File: src/rtl/decode_pkg.sv
// Shared constants and types for the instruction decode stage:
// opcode encoding, instruction field layout and data widths.
package decode_pkg;
    localparam int XLEN = 8;
    localparam int ILEN = 24;
    localparam int NREG = 16;
    localparam int RIDX = 4;

    // Field bit positions within the 24-bit instruction word
    localparam int OP_HI  = 23, OP_LO  = 20;
    localparam int RD_HI  = 19, RD_LO  = 16;
    localparam int RS1_HI = 15, RS1_LO = 12;
    localparam int RS2_HI = 11, RS2_LO = 8;
    localparam int IMM_HI = 7,  IMM_LO = 0;

    // Defined opcodes; encodings 8..15 are illegal and behave as NOP
    typedef enum logic [3:0] {
        OP_NOP  = 4'd0,
        OP_ADD  = 4'd1,
        OP_SUB  = 4'd2,
        OP_ADDI = 4'd3,
        OP_LI   = 4'd4,
        OP_BEQ  = 4'd5,
        OP_BNE  = 4'd6,
        OP_JMP  = 4'd7
    } opcode_e;

    // Packed view of the instruction word, matching the field positions above
    typedef struct packed {
        logic [3:0]      op;
        logic [RIDX-1:0] rd;
        logic [RIDX-1:0] rs1;
        logic [RIDX-1:0] rs2;
        logic [XLEN-1:0] imm;
    } instr_t;
endpackage

File: src/rtl/decode_regfile.sv
// 16x8 register file: two combinational read ports with same-cycle
// writeback bypass, one write port, r0 hard-wired to zero.
module decode_regfile
    import decode_pkg::*;
(
    input  logic            CLK,
    input  logic            reset,
    input  logic [RIDX-1:0] rs1_i,
    input  logic [RIDX-1:0] rs2_i,
    output logic [XLEN-1:0] rd1_o,
    output logic [XLEN-1:0] rd2_o,
    input  logic            we_i,
    input  logic [RIDX-1:0] wa_i,
    input  logic [XLEN-1:0] wd_i
);
    logic [XLEN-1:0] regs_q [NREG];

    // Read with r0 forced to zero and writeback data forwarded in-cycle
    function automatic logic [XLEN-1:0] rd_port(input logic [RIDX-1:0] idx);
        if (idx == '0)
            return '0;
        else if (we_i && wa_i == idx)
            return wd_i;
        else
            return regs_q[idx];
    endfunction

    // Storage update; reset takes priority over any writeback in that cycle
    always_ff @(posedge CLK) begin
        if (reset) begin
            for (int i = 0; i < NREG; i++) regs_q[i] <= '0;
        end else if (we_i && wa_i != '0) begin
            regs_q[wa_i] <= wd_i;
        end
    end

    // Two independent read ports
    always_comb begin
        rd1_o = rd_port(rs1_i);
        rd2_o = rd_port(rs2_i);
    end
endmodule

File: src/rtl/instr_decode_stage.sv
// Decode stage: IF/ID register, register file read, branch resolution
// back to fetch, and ID/EX register for the execute stage.
// Optional DECODE_PERF_EN adds saturating retired/flushed counters.
module instr_decode_stage
    import decode_pkg::*;
(
    input  logic            CLK,
    input  logic            reset,
    input  logic [ILEN-1:0] Instr,
    output logic            PCSrc,
    output logic [XLEN-1:0] immediate,
    input  logic            wb_en,
    input  logic [RIDX-1:0] wb_rd,
    input  logic [XLEN-1:0] wb_data,
    output logic            ex_valid,
    output logic            ex_sub,
    output logic [RIDX-1:0] ex_rd,
    output logic [XLEN-1:0] ex_a,
    output logic [XLEN-1:0] ex_b,
    output logic            illegal
`ifdef DECODE_PERF_EN
    ,
    output logic [15:0]     perf_retired,
    output logic [15:0]     perf_flushed
`endif
);
    instr_t          ir_q;
    logic            ir_valid_q, ir_valid_d;
    logic [XLEN-1:0] rs1_val, rs2_val;
    logic            take;

    logic            ex_valid_q, ex_valid_d;
    logic            ex_sub_q,   ex_sub_d;
    logic [RIDX-1:0] ex_rd_q,    ex_rd_d;
    logic [XLEN-1:0] ex_a_q,     ex_a_d;
    logic [XLEN-1:0] ex_b_q,     ex_b_d;
    logic            illegal_q,  illegal_d;

    decode_regfile u_rf (
        .CLK   (CLK),
        .reset (reset),
        .rs1_i (ir_q.rs1),
        .rs2_i (ir_q.rs2),
        .rd1_o (rs1_val),
        .rd2_o (rs2_val),
        .we_i  (wb_en),
        .wa_i  (wb_rd),
        .wd_i  (wb_data)
    );

    // Branch unit: redirect fetch on JMP or a taken conditional branch
    always_comb begin
        take = 1'b0;
        case (ir_q.op)
            OP_JMP:  take = 1'b1;
            OP_BEQ:  take = (rs1_val == rs2_val);
            OP_BNE:  take = (rs1_val != rs2_val);
            default: take = 1'b0;
        endcase
    end

    assign PCSrc     = ir_valid_q & take;
    assign immediate = ir_q.imm;

    // The slot fetched while redirecting is the single wrong-path instruction
    assign ir_valid_d = ~reset & ~PCSrc;

    // IF/ID register: instruction always captured, validity gated
    always_ff @(posedge CLK) begin
        ir_q       <= instr_t'(Instr);
        ir_valid_q <= ir_valid_d;
    end

    // ID/EX next state: operand selection per opcode
    always_comb begin
        ex_valid_d = 1'b0;
        ex_sub_d   = (ir_q.op == OP_SUB);
        ex_rd_d    = ir_q.rd;
        ex_a_d     = rs1_val;
        ex_b_d     = rs2_val;
        illegal_d  = ir_valid_q & ir_q.op[3];
        case (ir_q.op)
            OP_ADD, OP_SUB: ex_valid_d = ir_valid_q;
            OP_ADDI: begin
                ex_valid_d = ir_valid_q;
                ex_b_d     = ir_q.imm;
            end
            OP_LI: begin
                ex_valid_d = ir_valid_q;
                ex_a_d     = '0;
                ex_b_d     = ir_q.imm;
            end
            default: ex_valid_d = 1'b0;
        endcase
    end

    // ID/EX register and illegal-opcode pulse
    always_ff @(posedge CLK) begin
        if (reset) begin
            ex_valid_q <= 1'b0;
            ex_sub_q   <= 1'b0;
            ex_rd_q    <= '0;
            ex_a_q     <= '0;
            ex_b_q     <= '0;
            illegal_q  <= 1'b0;
        end else begin
            ex_valid_q <= ex_valid_d;
            ex_sub_q   <= ex_sub_d;
            ex_rd_q    <= ex_rd_d;
            ex_a_q     <= ex_a_d;
            ex_b_q     <= ex_b_d;
            illegal_q  <= illegal_d;
        end
    end

    assign ex_valid = ex_valid_q;
    assign ex_sub   = ex_sub_q;
    assign ex_rd    = ex_rd_q;
    assign ex_a     = ex_a_q;
    assign ex_b     = ex_b_q;
    assign illegal  = illegal_q;

`ifdef DECODE_PERF_EN
    logic [15:0] perf_ret_q, perf_ret_d;
    logic [15:0] perf_flush_q, perf_flush_d;
    logic        flush_q;

    // Saturating increments; a flush cycle is an invalid IR caused by redirect
    always_comb begin
        perf_ret_d   = perf_ret_q;
        perf_flush_d = perf_flush_q;
        if (ir_valid_q && perf_ret_q != '1)
            perf_ret_d = perf_ret_q + 16'd1;
        if (!ir_valid_q && flush_q && perf_flush_q != '1)
            perf_flush_d = perf_flush_q + 16'd1;
    end

    // Counter state; flush_q remembers that the last edge was a redirect
    always_ff @(posedge CLK) begin
        if (reset) begin
            perf_ret_q   <= '0;
            perf_flush_q <= '0;
            flush_q      <= 1'b0;
        end else begin
            perf_ret_q   <= perf_ret_d;
            perf_flush_q <= perf_flush_d;
            flush_q      <= PCSrc;
        end
    end

    assign perf_retired = perf_ret_q;
    assign perf_flushed = perf_flush_q;
`endif
endmodule
File: config.mk
export PLATFORM = sky130hd
export DESIGN_NAME = instr_decode_stage
export DESIGN_NICKNAME = d
export VERILOG_FILES = /design/src/rtl/decode_pkg.sv /design/src/rtl/decode_regfile.sv /design/src/rtl/instr_decode_stage.sv
export SDC_FILE = /design/constraint.sdc
export NUM_CORES = 1
export LEC_CHECK = 0
export BUFFER_PORTS_ARGS = -buffer_cell sky130_fd_sc_hd__buf_4
export CORE_MARGIN = 2
export CORE_UTILIZATION = 25
export DETAILED_ROUTE_END_ITERATION = 8
export PLACE_DENSITY = 0.49
export SYNTH_ARGS = -nofsm -noshare
export SYNTH_HDL_FRONTEND = slang
export SYNTH_SLANG_ARGS = --single-unit
File: constraint.sdc
create_clock -name CLK -period 3.1 [get_ports CLK]
set_input_delay 0.62 -clock CLK [delete_from_list [all_inputs] [get_ports CLK]]
set_output_delay 0.62 -clock CLK [all_outputs]
set_load 0.005 [all_outputs]
; Yosys cells after proc, flatten, opt, wreduce, memory -nomap -nowiden
; Memory sizes are Yosys's and may differ from the RTL's. A register that Yosys moved wholly into a read port is not among the register bits.
; Index checks and enable logic that the tools add are counted.
[op_classes]
n_addsub = 0
multipliers = 0
n_div = 0
n_lt_le_gt_ge = 0
eq_ne = 11
shifts = 0
muxes = 14
bitwise = 6
n_reduce_logical = 11
[ops]
columns = op, count
row1 = two-way mux 8 bit, 6
row2 = "== test 4 x 3 -> 1 bit, second input constant", 4
row3 = "== test 4 x 2 -> 1 bit, second input constant", 2
row4 = == test 4 bit, 2
row5 = == test 8 bit, 1
row6 = zero test 4 bit, 2
row7 = inequality test 8 bit, 1
row8 = OR reduction 8 bit, 1
row9 = two-way mux 1 bit, 6
row10 = OR reduction 2 bit, 3
row11 = "== test 4 x 1 -> 1 bit, second input constant", 1
row12 = two-way mux 4 bit, 1
row13 = nonzero test 4 bit, 1
row14 = OR reduction 4 bit, 1
row15 = AND 1 bit, 3
row16 = logical AND 1 bit, 3
row17 = NOT 1 bit, 3
row18 = case mux 1 bit (3 select lines), 1
[totals]
ff_bits = 48
latchBits = 0
mem_bits_rw = 128
rom_bits = 0
input_bits = 39
output_inout_bits = 32
mem_count = 1
[memory_table]
columns = name, depth, width, read_ports, rd_clocked_by_memory_dff, wr, line_no
row1 = u_rf.regs_q, 16, 8, 2, 2, 16, decode_regfile.sv:16  ; logic [XLEN-1:0] regs_q [NREG];

; Logic depth before layout (Yosys ltp)
; Gate-level depths: netlist (run 1).
[depth]
depth_word = 9
mapped_depth = 11
mapped_depth_nobuf = 8

; Cells and area by module
; From an unflattened synthesis (run 1), not the netlist that was laid out.
[unflattened]
hier_cells = 662
area_unflattened_um2 = 8618.3
[modules_own_cells]
columns = module, instances, cells_per_inst, area_per_inst_um2, seq_area_each_um2
row1 = decode_regfile, 1, 550, 7194.4, 3843.7
row2 = instr_decode_stage, 1, 112, 1423.9, 960.9

; Worst setup path after synthesis (run 1)
; No wires, ideal clock.
[synth_timing]
path_kind = input -> output
start = in wb_rd[0]
end = out PCSrc
t_arrival_ps = 2475
required_time_ps = 2480
path_slack_ps = 5
stages = 9
n_path_buf = 1
path_cell_list = clkbuf_1 xnor2_1 nand2_1 nor3_1 a22oi_1 xor2_1 nand4_1 or3_1 o21ai_0
[synth_via]
elab_chain_cells = 7
[synth_lines]
columns = item, line_no
row1 = from (decl), instr_decode_stage.sv:13  ; input logic [RIDX-1:0] wb_rd,
row2 = == test 4 bit, decode_regfile.sv:22  ; else if (we_i && wa_i == idx)
row3 = logical AND 1 bit, decode_regfile.sv:22
row4 = two-way mux 8 bit, decode_regfile.sv:22
row5 = two-way mux 8 bit, decode_regfile.sv:20  ; if (idx == '0)
row6 = inequality test 8 bit / == test 8 bit (equally long branches), "instr_decode_stage.sv:57, instr_decode_stage.sv:56"
row7 = case mux 1 bit (3 select lines) *, instr_decode_stage.sv:54  ; case (ir_q.op)
row8 = AND 1 bit *, instr_decode_stage.sv:62  ; assign PCSrc = ir_valid_q & take;
row9 = to (decl), instr_decode_stage.sv:10  ; output logic PCSrc,
; Mark *: on every way between the ends. The rest lies on a longest branch, timed or not.

; Worst setup path after layout (run 1)
[layout_timing]
start = reg ir_q (netlist bit u_rf.rs1_i[0])
end = out PCSrc
[layout_via]
elab_chain_cells = 7
[layout_lines]
columns = item, line_no
row1 = from (decl), instr_decode_stage.sv:27  ; instr_t ir_q;
row2 = from (signal assigned), instr_decode_stage.sv:70  ; ir_q <= instr_t'(Instr);
row3 = == test 4 bit, decode_regfile.sv:22
row4 = logical AND 1 bit, decode_regfile.sv:22
row5 = two-way mux 8 bit, decode_regfile.sv:22
row6 = two-way mux 8 bit *, decode_regfile.sv:20
row7 = inequality test 8 bit / == test 8 bit (equally long branches), "instr_decode_stage.sv:57, instr_decode_stage.sv:56"
row8 = case mux 1 bit (3 select lines) *, instr_decode_stage.sv:54
row9 = AND 1 bit *, instr_decode_stage.sv:62
; Marked as above.

==> results of run 1 <==
==> metrics by stage <==
step                      power, mW  hold WS, ns
after floorplan               3.237       0.4138
after global placement        3.658       0.4225
after detailed placement      3.661       0.4333
after CTS                     5.855       0.2648
after global routing          6.027       0.2553
final                         5.800       0.2840
==> cell usage after synthesis (9+ instances only) <==
library cell / n
buf_4: 10
a22o_1: 16
dfxtp_1: 48
edfxtp_1: 128
clkbuf_1: 47
nand3_1: 16
nor3_1: 98
nor2b_1: 12
nor2_1: 30
mux4_2: 64
nand2_1: 17
a22oi_1: 14
mux2i_1: 9
nor4_1: 27
o21ai_0: 14
inv_1: 10
==> worst paths after layout <==
path | from | to | slack, ns | cells past startpoint
worst min register to register | ex_rd_d[2]$_DFF_P_ | ex_rd[2]$_SDFF_PP0_ | 0.44 | 1
worst max-delay path | u_rf.rs1_i[0]$_DFF_P_ | PCSrc | -0.64 | 10
worst min-delay path | Instr[23] | ir_q[23]$_DFF_P_ | 0.28 | 1
worst max register to register | u_rf.rs1_i[0]$_DFF_P_ | ir_valid_q$_DFF_P_ | 0.34 | 9
==> critical path, stage by stage, from the launching register on <==
cell and delay (ns):
dfxtp_4 0.42, buf_12 0.15, mux4_2 0.48, nor2b_1 0.14, a211o_1 0.29, a32oi_2 0.27
xor2_1 0.19, nand4_1 0.14, or3_4 0.41, o21ai_2 0.06, buf_4 0.12
==> cell families after synthesis <==
| group | count (synthesis) | share of synthesized area (%) |
|---|---|---|
| AND/OR/NAND/NOR | 215 | 12.92 |
| flip-flops | 176 | 56.83 |
| multiplexers | 73 | 18.11 |
| other | 1 | 0.04436 |
| buffers and inverters | 84 | 4.913 |
| XOR/XNOR | 16 | 1.658 |
| AO/OA/AOI/OAI | 62 | 5.520 |
==> what timing repair did <==
| action | 4_1_cts | 5_1_grt |
|---|---|---|
| setup buffers | 6 | 4 |
| hold buffers | 0 | 0 |
| hold endpoints to repair | 0 | 0 |
| cloned | 2 | 0 |
| endpoints found under the setup margin | 1 | 1 |
| pin swaps | 7 | 6 |
| gates resized for setup | 17 | 8 |
==> cells in the final DEF (no fill, tap or decap), types with 14 or more instances in the layout <==
master / count
nor3_1: 98
nand3_1: 14
edfxtp_1: 128
clkbuf_16: 17
nor2_1: 30
nor4_1: 25
buf_4: 162
mux4_2: 64
dfxtp_1: 45
a22o_1: 16
nand2_1: 17
==> power by group <==
group	switching, mW	internal (mW)
clock network	1.00	1.14
registers	0.0873	2.67
logic	0.449	0.460
total	1.54	4.26
==> metal layers <==
| layer | up-vias | track usage, % |
|---|---|---|
| li1 | 2713 | - |
| met1 | 3049 | 20.01 |
| met5 | - | 0 |
| met2 | 243 | 25.85 |
| met3 | 39 | 3.313 |
| met4 | 0 | 5.724 |
==> registers in the layout (all words and copies together) (netlist names), 4 cells and up <==
| register | cells |
|---|---|
| ex_a | 8 |
| u_rf.regs_q | 128 |
| immediate | 8 |
| ex_rd_d | 4 |
| ex_b | 8 |
| ir_q | 4 |
| ex_rd | 4 |
| u_rf.rs2_i | 4 |
| u_rf.rs1_i | 4 |
==> layout make-up <==
type                       count  area [um2]  share of cell area (%)
inverter                      10       37.54                  0.3446
timing repair buffer         178        1543                   14.16
clock buffer                  18       429.2                   3.940
multi-input combinational    374        3363                   30.88
tap                          448       560.5                   5.146
clock inverter                14       147.6                   1.356
sequential                   176        4811                   44.17
==> metrics.txt, run 1 <==
outcome finished, violations left; failing checks setup timing; crit-path max FO 5; vias post-DR a little over 6000; fin. max-slew vios 0; post-route ant nets 0; CTS sink count 176; Max Used Layer met4; DRT iter0 DRCs between 500 and 600; number of global-route vias before repair 6179; gr usage total between 10% and 20%; GR Overflow Total 0; Ys Warns 0; setup_tns -0.6400 ns; CTS Buf Count 17; setup ws final -0.6400 ns; Final Cycle Share 120.6%; final instance area between 10000 and 15000 um2; worst-margin pin slew 0.9600 ns; ys async rst share 0%; Die Span Y roughly 190 um; sequential area share after synthesis 56.83%; die area 35300 um2; syn avg cell area about 13 um2; top cells by area, synth edfxtp_1, mux4_2, dfxtp_1, nor3_1, clkbuf_1; #FFs+latches synth 176; H-tree level count 4; max_slew headroom 36.00%; Max VDD drop between 300 and 400 uV; Post-synth EDFFs about 130; Core Rows 67; initial antenna violation count 1; Synth cell types 40; routed wl met3 1675 um; endpoint class of the critical path output pin; # fillers 3300; Critical Path RT between 2 and 2.5 ns; Antenna diodes 0; placed cell count ~1200; via/cell ratio 4.962; dominant synthesized flop cell edfxtp_1; Max Cap Viol 0; Synth area leader edfxtp_1; Core Region 33450 um2; Peak Freq 267.4 MHz; Netlist Area Pre-Place 8454 um2; pwr/cell area 532.6 nW/um2; port buffer count 70; Initial Utilization 25.28%; skew final 0.01221 ns; HP Class in2reg; CTS tree yes; met2 WL between 10000 and 15000 um; router iterations before antenna repair 5; average wire per standard cell 22.09 um; Die X 187.9 um; Synth top area share 45.46%; Clock Path Buffers 2; CTS Root Cell clkbuf_16; Placed Area between 10000 and 15000 um2; worst setup path category reg2out; GP Congestion 0.8899; Finish-stage setup viols 1; Clock Latency Late Sink 0.44 ns; unrepaired setup endpoints after global routing yes; Ports 71; Non-Filler Instances 1218; Post-Route WL 26910 um; Mapped Cells between 600 and 700; leakage about 3.8 nW; DP HPWL roughly 19000 um; area delta synth->final 28.83%; CTS clk-pin slew, worst paths 0.07 ns; Nets 796; final core occ between 30% and 40%; Hold Fails Final Rpt 0; Post-Place Worst Slack -0.3326 ns; M1 wire length approximately 11000 um; minimum clock period after layout between 3 and 4 ns; share of cells above drive strength 1 38.83%; pin count of the biggest net entering global routing 37; first-pass GRT wire length 40200 um; drt drc 0; Critical Path AT 3.12 ns; CP Launch Type register
Power figures use the tool's default switching activity.
==> run 2, diff against run 1 <==
--- a/config.mk
+++ b/config.mk
@@ -5,7 +5,9 @@
 export SDC_FILE = /design/constraint.sdc
 export NUM_CORES = 1
 export LEC_CHECK = 0
+export ABC_AREA = 1
 export BUFFER_PORTS_ARGS = -buffer_cell sky130_fd_sc_hd__buf_4
+export CORE_ASPECT_RATIO = 1.25
 export CORE_MARGIN = 2
 export CORE_UTILIZATION = 25
 export DETAILED_ROUTE_END_ITERATION = 8
==> run 2 against run 1 <==
  * The flow still finishes with violations (setup timing)
  * Core utilization down 0.70 points
  * Largest power group unchanged
  * Critical path type unchanged
  * Highest routed layer unchanged
  * Via count increased by 39%
  * Clock-buffer cell count is 2 higher
  * Critical path depth grew 7
  * Largest cell class unchanged
  * Register-to-register slack gained 0.57 ns
  * Routed wire length is 22% higher
==> metrics.txt, run 2 <==
unrepaired setup endpoints after global routing yes (unchanged); outcome finished, violations left (unchanged); Mapped Cells 1213 (was 627); Largest delay share family, worst path simple AND/OR/NAND/NOR gates (unchanged); multiplexer share of the synthesized area 0% (was 18.11%); #FFs+latches synth 176 (unchanged); crit path buf inv count 5 (was 2); Netlist Area Pre-Place 9280 um2 (was 8454 um2); Synth Area in Simple Gates 34.10% (was 12.92%); most frequent cells in the layout nand2_1, nor2_1, nand3_1 (was buf_4, edfxtp_1, nor3_1); Synth top area share 41.42% (was 45.46%); HP Class in2reg (unchanged); leading cell type in the layout, fill and taps excluded nand2_1 (was buf_4); Die Span Y 219.4 um (was 187.9 um); sequential area share after synthesis 51.77% (was 56.83%); Worst Hold Slack 0.2646 ns (was 0.2840 ns); Nets 1337 (was 796); Hold Path End immediate[7]$_DFF_P_ (was ir_q[23]$_DFF_P_); Core Region 36400 um2 (was 33450 um2); pwr/cell area 507.2 nW/um2 (was 532.6 nW/um2); first-pass GRT wire length 48940 um (was 40200 um); Clock Path Buffers 2 (unchanged); DP HPWL 21820 um (was 19160 um); Ys Warns 0 (unchanged); pin count of the biggest net entering global routing 29 (was 37); Max VDD drop 487.7 uV (was 360.0 uV); drt drc 0 (unchanged); Clock Latency Late Sink 0.45 ns (was 0.44 ns); Post-Place Worst Slack 0.03338 ns (was -0.3326 ns); fin. max-slew vios 0 (unchanged); XOR/XNOR Fraction of Synth Area 0% (was 1.658%); CP Launch Type register (unchanged); top-count cell post-synth nand2_1 (was edfxtp_1); Finish-stage setup viols 1 (unchanged); Critical Path RT 2.48 ns (about the same); area delta synth->final 24.98% (was 28.83%); FF+latch area 4816 um2 (was 4811 um2); Peak Freq 311.5 MHz (was 267.4 MHz); Critical Path AT 2.59 ns (was 3.12 ns); Synth Area in Compound Gates 3.950% (was 5.520%); post-route ant nets 0 (unchanged); Synth cell types 26 (was 40); total power 5.883 mW (was 5.800 mW); worst reg2reg path depth 17 (was 9); GR Overflow Total 0 (unchanged); vias post-DR 8371 (was 6044); Multi-input gate area 3746 um2 (was 3363 um2); GP Congestion 0.9133 (was 0.8899); initial antenna violation count 0 (was 1); Max Cap Viol 0 (unchanged); CTS clk-pin slew, worst paths 0.07 ns (about the same); Final Cycle Share 103.6% (was 120.6%); port buffer count 70 (unchanged); H-tree level count 4 (unchanged); worst setup path category reg2out (unchanged); crit-path max FO 8 (was 5); CTS sink count 176 (unchanged); failing checks setup timing (unchanged); Hold Fails Final Rpt 0 (unchanged); gr usage total 17.04% (was 15.57%); ys async rst share 0% (unchanged); via/cell ratio 4.671 (was 4.962); router iterations before antenna repair 8 (was 5); skew final 0.007536 ns (was 0.01221 ns); die area 38690 um2 (was 35300 um2); minimum clock period after layout 3.211 ns (was 3.740 ns); CTS Root Cell clkbuf_16 (unchanged); Initial Utilization 25.49% (was 25.28%); Largest register FFs 128 (unchanged); # hold bufs at CTS 0 (unchanged); top cells by area, synth edfxtp_1, nand2_1, dfxtp_1, nand3_1, nor2_1 (was edfxtp_1, mux4_2, dfxtp_1, nor3_1, clkbuf_1); syn avg cell area 7.651 um2 (was 13.48 um2); Post-Route WL 32830 um (was 26910 um); Core Rows 78 (was 67); main combinational cell family by area after synthesis simple AND/OR/NAND/NOR gates (was multiplexers); share of cells above drive strength 1 17.54% (was 38.83%); leakage 5.352 nW (was 3.781 nW); fraction of the mapped netlist area in adder cells 0% (unchanged); # fillers 3841 (was 3300); worst reg2reg endpoint ir_valid_q$_DFF_P_ (unchanged); number of global-route vias before repair 8046 (was 6179); Die X 176.3 um (was 187.9 um); Top reg by flops u_rf.regs_q (unchanged); Largest stage delay, worst path 0.36 ns (was 0.48 ns); CTS Buf Count 17 (unchanged); max_slew headroom 27.27% (was 36.00%); Synth area leader edfxtp_1 (unchanged); min-delay src Instr[7] (was Instr[23]); average wire per standard cell 18.32 um (was 22.09 um); r2r startpoint u_rf.rs1_i[0]$_DFF_P_ (unchanged); setup ws final -0.1108 ns (was -0.6400 ns); setup slack, reg-to-reg 0.91 ns (was 0.34 ns); worst-margin pin slew 1.080 ns (was 0.9600 ns); worst hold path stage count 1 (unchanged); DRT iter0 DRCs 761 (was 551); CTS tree yes (unchanged); Post-synth EDFFs 128 (unchanged); endpoint class of the critical path output pin (unchanged); slowest cell on the critical path dfxtp_4 (was mux4_2); Synth top cells by count nand2_1, nor2_1, nand3_1, inv_1, edfxtp_1 (was edfxtp_1, nor3_1, mux4_2, dfxtp_1, clkbuf_1); CP Cell Sequence buf_12, buf_12, nand2_2, nand2_2, nor2_4, nand3b_4, buf_6, nand3_4, nand4_1, nand2_2, nand2_1, nor2_1, nand2_1, nand2_1, nand3_2, inv_2, buf_4 (was buf_12, mux4_2, nor2b_1, a211o_1, a32oi_2, xor2_1, nand4_1, or3_4, o21ai_2, buf_4); Ports 71 (unchanged); dominant synthesized flop cell edfxtp_1 (unchanged)
==> run 2: cell types whose count changed in the layout (fill, tap and decap cells not counted), moves of 14 or more <==
cell      previous run  this run
nand2_1             17       339
nor2_1              30       195
nand3_1             14       166
inv_1               10       132
nor3_1              98         1
mux4_2              64         0
buf_4              162       106
nor4_1              25         0
o211ai_1             0        22
a21oi_1              1        22
nand2_2              0        18
a22o_1              16         0
nand3_2              2        16
==> run 2: layer usage <==
metal | GRT usage, % | wire length (um)
met1 | 20.85 | 13840
met5 | 0 | 0
met2 | 28.18 | 15390
met4 | 9.146 | 1669
met3 | 3.413 | 1935
==> run 2: final cells by class <==
class,instances,area share (%)
multi-input combinational,831,32.30
clock buffer,20,4.315
clock inverter,12,0.7659
inverter,142,4.682
antenna,1,0.02158
timing repair buffer,130,11.22
tap,480,5.178
sequential,176,41.52
==> run 2: per-stage QoR <==
step | util (%) | instances | setup TNS (ns) | cell area [um2]
final | 31.86 | 1792 | -0.1108 | 11600
after detailed placement | 28.57 | 1736 | 0 | 10400
after CTS | 31.25 | 1781 | -0.1021 | 11380
after global placement | 28.57 | 1736 | 0 | 10400
after floorplan | - | 1220 | 0 | 9306
after global routing | 31.86 | 1791 | -0.2907 | 11600
==> run 2: logic make-up after synthesis <==
family | after synthesis
compound gates | 62
buf+inv | 214
simple gates | 760
flops | 176
other cells | 1
==> run 2: worst max-delay path by stage <==
| stage | endpoint | depth (start not counted) | slack (ns) | startpoint |
|---|---|---|---|---|
| after floorplan | PCSrc | 17 | 0.66 | wb_rd[0] |
| after global placement | PCSrc | 19 | 0.05 | wb_rd[1] |
| after detailed placement | PCSrc | 19 | 0.03 | wb_rd[0] |
| after CTS | PCSrc | 17 | -0.10 | u_rf.rs2_i[0]$_DFF_P_ |
| after global routing | PCSrc | 19 | -0.29 | u_rf.rs2_i[0]$_DFF_P_ |
| final | PCSrc | 17 | -0.11 | u_rf.rs1_i[0]$_DFF_P_ |
==> run 2: repair_timing <==
item | CTS | global route
buffers inserted | 7 | 8
setup endpoints to repair | 1 | 1
cloned | 6 | 3
pin swaps | 10 | 17
hold endpoints to repair | 0 | 0
gates resized for setup | 35 | 34
==> run 2: power by group <==
group / leakage (nW) / total (mW) / internal [mW] / switching (mW)
clock: 0.299 / 2.17 / 1.18 / 0.987
combinational: 3.43 / 0.983 / 0.365 / 0.619
sequential: 1.62 / 2.73 / 2.67 / 0.0670
total: 5.35 / 5.88 / 4.21 / 1.67
==> run 3, diff against run 2 <==
--- a/config.mk
+++ b/config.mk
@@ -6,12 +6,12 @@
 export NUM_CORES = 1
 export LEC_CHECK = 0
 export ABC_AREA = 1
-export BUFFER_PORTS_ARGS = -buffer_cell sky130_fd_sc_hd__buf_4
+export BUFFER_PORTS_ARGS = -buffer_cell sky130_fd_sc_hd__buf_2
 export CORE_ASPECT_RATIO = 1.25
-export CORE_MARGIN = 2
 export CORE_UTILIZATION = 25
 export DETAILED_ROUTE_END_ITERATION = 8
 export PLACE_DENSITY = 0.49
+export RECOVER_POWER = 100
 export SYNTH_ARGS = -nofsm -noshare
 export SYNTH_HDL_FRONTEND = slang
 export SYNTH_SLANG_ARGS = --single-unit
==> run 3 against run 2 <==
  * The run still ends with setup timing left
  * Routed wire length grew 2.8%
  * Via count up 3.2%
  * Final area rose by 2.2%
  * Power is 2.5% higher
  * Critical path depth up 3
  * Register-to-register slack got worse by 0.02 ns
  * Sequential power is essentially flat
  * Clock-buffer cell count up 1
  * Sequential share of layout area is 0.88 points lower
  * Clock power rose by 4%
  * Global-route usage grew 0.24 points
  * Die area is 2.0% lower
  * Critical path type unchanged
  * Critical endpoint unchanged
  * Highest routed layer unchanged
==> metrics.txt, run 3 (synthesis results as in run 2) <==
critical path's most frequent cell nand2_1; CTS sink count 176 (unchanged); FF+latch area 4820 um2 (was 4816 um2); Post-Place Worst Slack 0.07807 ns (was 0.03338 ns); first-pass GRT wire length 48640 um (was 48940 um); Worst Hold Slack 0.2598 ns (was 0.2646 ns); Peak Freq 310.9 MHz (was 311.5 MHz); HP Class in2reg (unchanged); post-route ant nets 0 (unchanged); Ports 71 (unchanged); port buffer count 70 (unchanged); worst-margin pin slew 0.9701 ns (was 1.080 ns); # fillers 3817 (was 3841); Core Rows 78 (unchanged); CTS clk-pin slew, worst paths 0.07 ns (about the same); setup ws final -0.1164 ns (was -0.1108 ns); H-tree level count 4 (unchanged); Clock Latency Late Sink 0.46 ns (was 0.45 ns); Die Span Y 217.4 um (was 219.4 um); max_slew headroom 35.33% (was 27.27%); most frequent cells in the layout nand2_1, nor2_1, nand3_1 (unchanged); Hold Fails Final Rpt 0 (unchanged); placed cell count 1745 (was 1736); share of cells above drive strength 1 19.92% (was 17.54%); DRT iter0 DRCs 804 (was 761); area delta synth->final 27.79% (was 24.98%); via/cell ratio 4.769 (was 4.671); Critical Path AT 2.60 ns (was 2.59 ns); Multi-input gate area 3953 um2 (was 3746 um2); minimum clock period after layout 3.216 ns (was 3.211 ns); leading cell type in the layout, fill and taps excluded nand2_1 (unchanged); failing checks setup timing (unchanged); Post-Route WL 33770 um (was 32830 um); number of global-route vias before repair 8159 (was 8046); final instance area 11860 um2 (was 11600 um2); Largest register FFs 128 (unchanged); CTS Root Cell clkbuf_16 (unchanged); DP HPWL 21780 um (was 21820 um); Max Cap Viol 0 (unchanged); Clock Path Buffers 2 (unchanged); Initial Utilization 25.49% (unchanged); worst setup path category reg2out (unchanged); CP Launch Type register (unchanged); router iterations before antenna repair 6 (was 8); Max VDD drop 417.9 uV (was 487.7 uV); CTS tree yes (unchanged); CTS Buf Count 17 (unchanged); CP Cell Sequence buf_12, buf_6, buf_16, buf_6, nand2_2, nand2_1, nand2_1, nand3_2, nand3_2, nand3_2, nand2_2, nand2_2, nand2_2, nand2_1, nor2_1, nand2_1, nand2_1, nand3_2, inv_2, buf_6 (was buf_12, buf_12, nand2_2, nand2_2, nor2_4, nand3b_4, buf_6, nand3_4, nand4_1, nand2_2, nand2_1, nor2_1, nand2_1, nand2_1, nand3_2, inv_2, buf_4); average wire per standard cell 18.63 um (was 18.32 um); die area 37900 um2 (was 38690 um2); endpoint class of the critical path output pin (unchanged); Finish-stage setup viols 1 (unchanged); outcome finished, violations left (unchanged); Nets 1356 (was 1337); drt drc 0 (unchanged); leakage 5.392 nW (was 5.352 nW); Placed Area 10280 um2 (was 10400 um2); GP Congestion 0.8912 (was 0.9133); initial antenna violation count 1 (was 0); Largest stage delay, worst path 0.36 ns (about the same); Core Region 36400 um2 (unchanged); slowest cell on the critical path dfxtp_4 (unchanged); final core occ 32.58% (was 31.86%); Critical Path RT 2.48 ns (about the same); unrepaired setup endpoints after global routing yes (unchanged); pwr/cell area 508.5 nW/um2 (was 507.2 nW/um2); Final Cycle Share 103.8% (was 103.6%); Non-Filler Instances 1812 (was 1792); skew final 0.008313 ns (was 0.007536 ns); vias post-DR 8641 (was 8371); pin count of the biggest net entering global routing 41 (was 29); fin. max-slew vios 0 (unchanged); crit-path max FO 5 (was 8); Top reg by flops u_rf.regs_q (unchanged); gr usage total 17.28% (was 17.04%); GR Overflow Total 0 (unchanged); Die X 174.3 um (was 176.3 um); # hold bufs at CTS 0 (unchanged)
-- run 3: per-layer routing --
metal / vias up / wire length (um) / track usage, %
met2: 421 / 16060 / 29.11
li1: 4087 / - / -
met5: - / 0 / 0
met3: 81 / 2469 / 3.731
met1: 4052 / 13760 / 21.13
met4: 0 / 1470 / 7.573
-- run 3: path summary, 6_finish.rpt --
| path | start | to | slack, ns | depth (start not counted) |
|---|---|---|---|---|
| hold reg to reg | ex_rd_d[3]$_DFF_P_ | ex_rd[3]$_SDFF_PP0_ | 0.40 | 2 |
| hold / removal | Instr[5] | immediate[5]$_DFF_P_ | 0.26 | 1 |
| setup / recovery | u_rf.rs1_i[0]$_DFF_P_ | PCSrc | -0.12 | 20 |
| setup reg to reg | u_rf.rs1_i[0]$_DFF_P_ | ir_valid_q$_DFF_P_ | 0.89 | 20 |
-- run 3: worst max-delay path: cells and delay by family (launching register included) --
| family | cells | cell delay (ns) |
|---|---|---|
| AND/OR/NAND/NOR | 14 | 1.12 |
| buffers and inverters | 6 | 0.66 |
| flip-flops | 1 | 0.36 |
-- run 3: layout make-up --
cell class | count | area share [%]
clock inverter | 11 | 0.8968
inverter | 142 | 4.642
antenna | 2 | 0.04220
timing repair buffer | 149 | 11.05
tap | 480 | 5.064
clock buffer | 21 | 4.336
sequential | 176 | 40.64
multi-input combinational | 831 | 33.33
-- run 3: power by group --
| part | leakage (nW) | internal [mW] | switching [mW] |
|---|---|---|---|
| registers | 1.63 | 2.67 | 0.0667 |
| logic | 3.46 | 0.373 | 0.663 |
| clock network | 0.312 | 1.29 | 0.976 |
-- run 3: stage by stage --
step | total power, mW | setup TNS [ns]
4_1_cts | 5.938 | -0.1090
5_1_grt | 6.250 | -0.2471
3_5_place_dp | 3.612 | 0
2_1_floorplan | 3.275 | 0
6_report | 6.030 | -0.1164
3_3_place_gp | 3.612 | 0
-- run 3: what timing repair did --
action | in CTS | in global routing
resized for setup | 41 | 95
buffers inserted | 7 | 14
endpoints found under the setup margin | 1 | 1
gates cloned | 5 | 8
pin swaps | 9 | 65
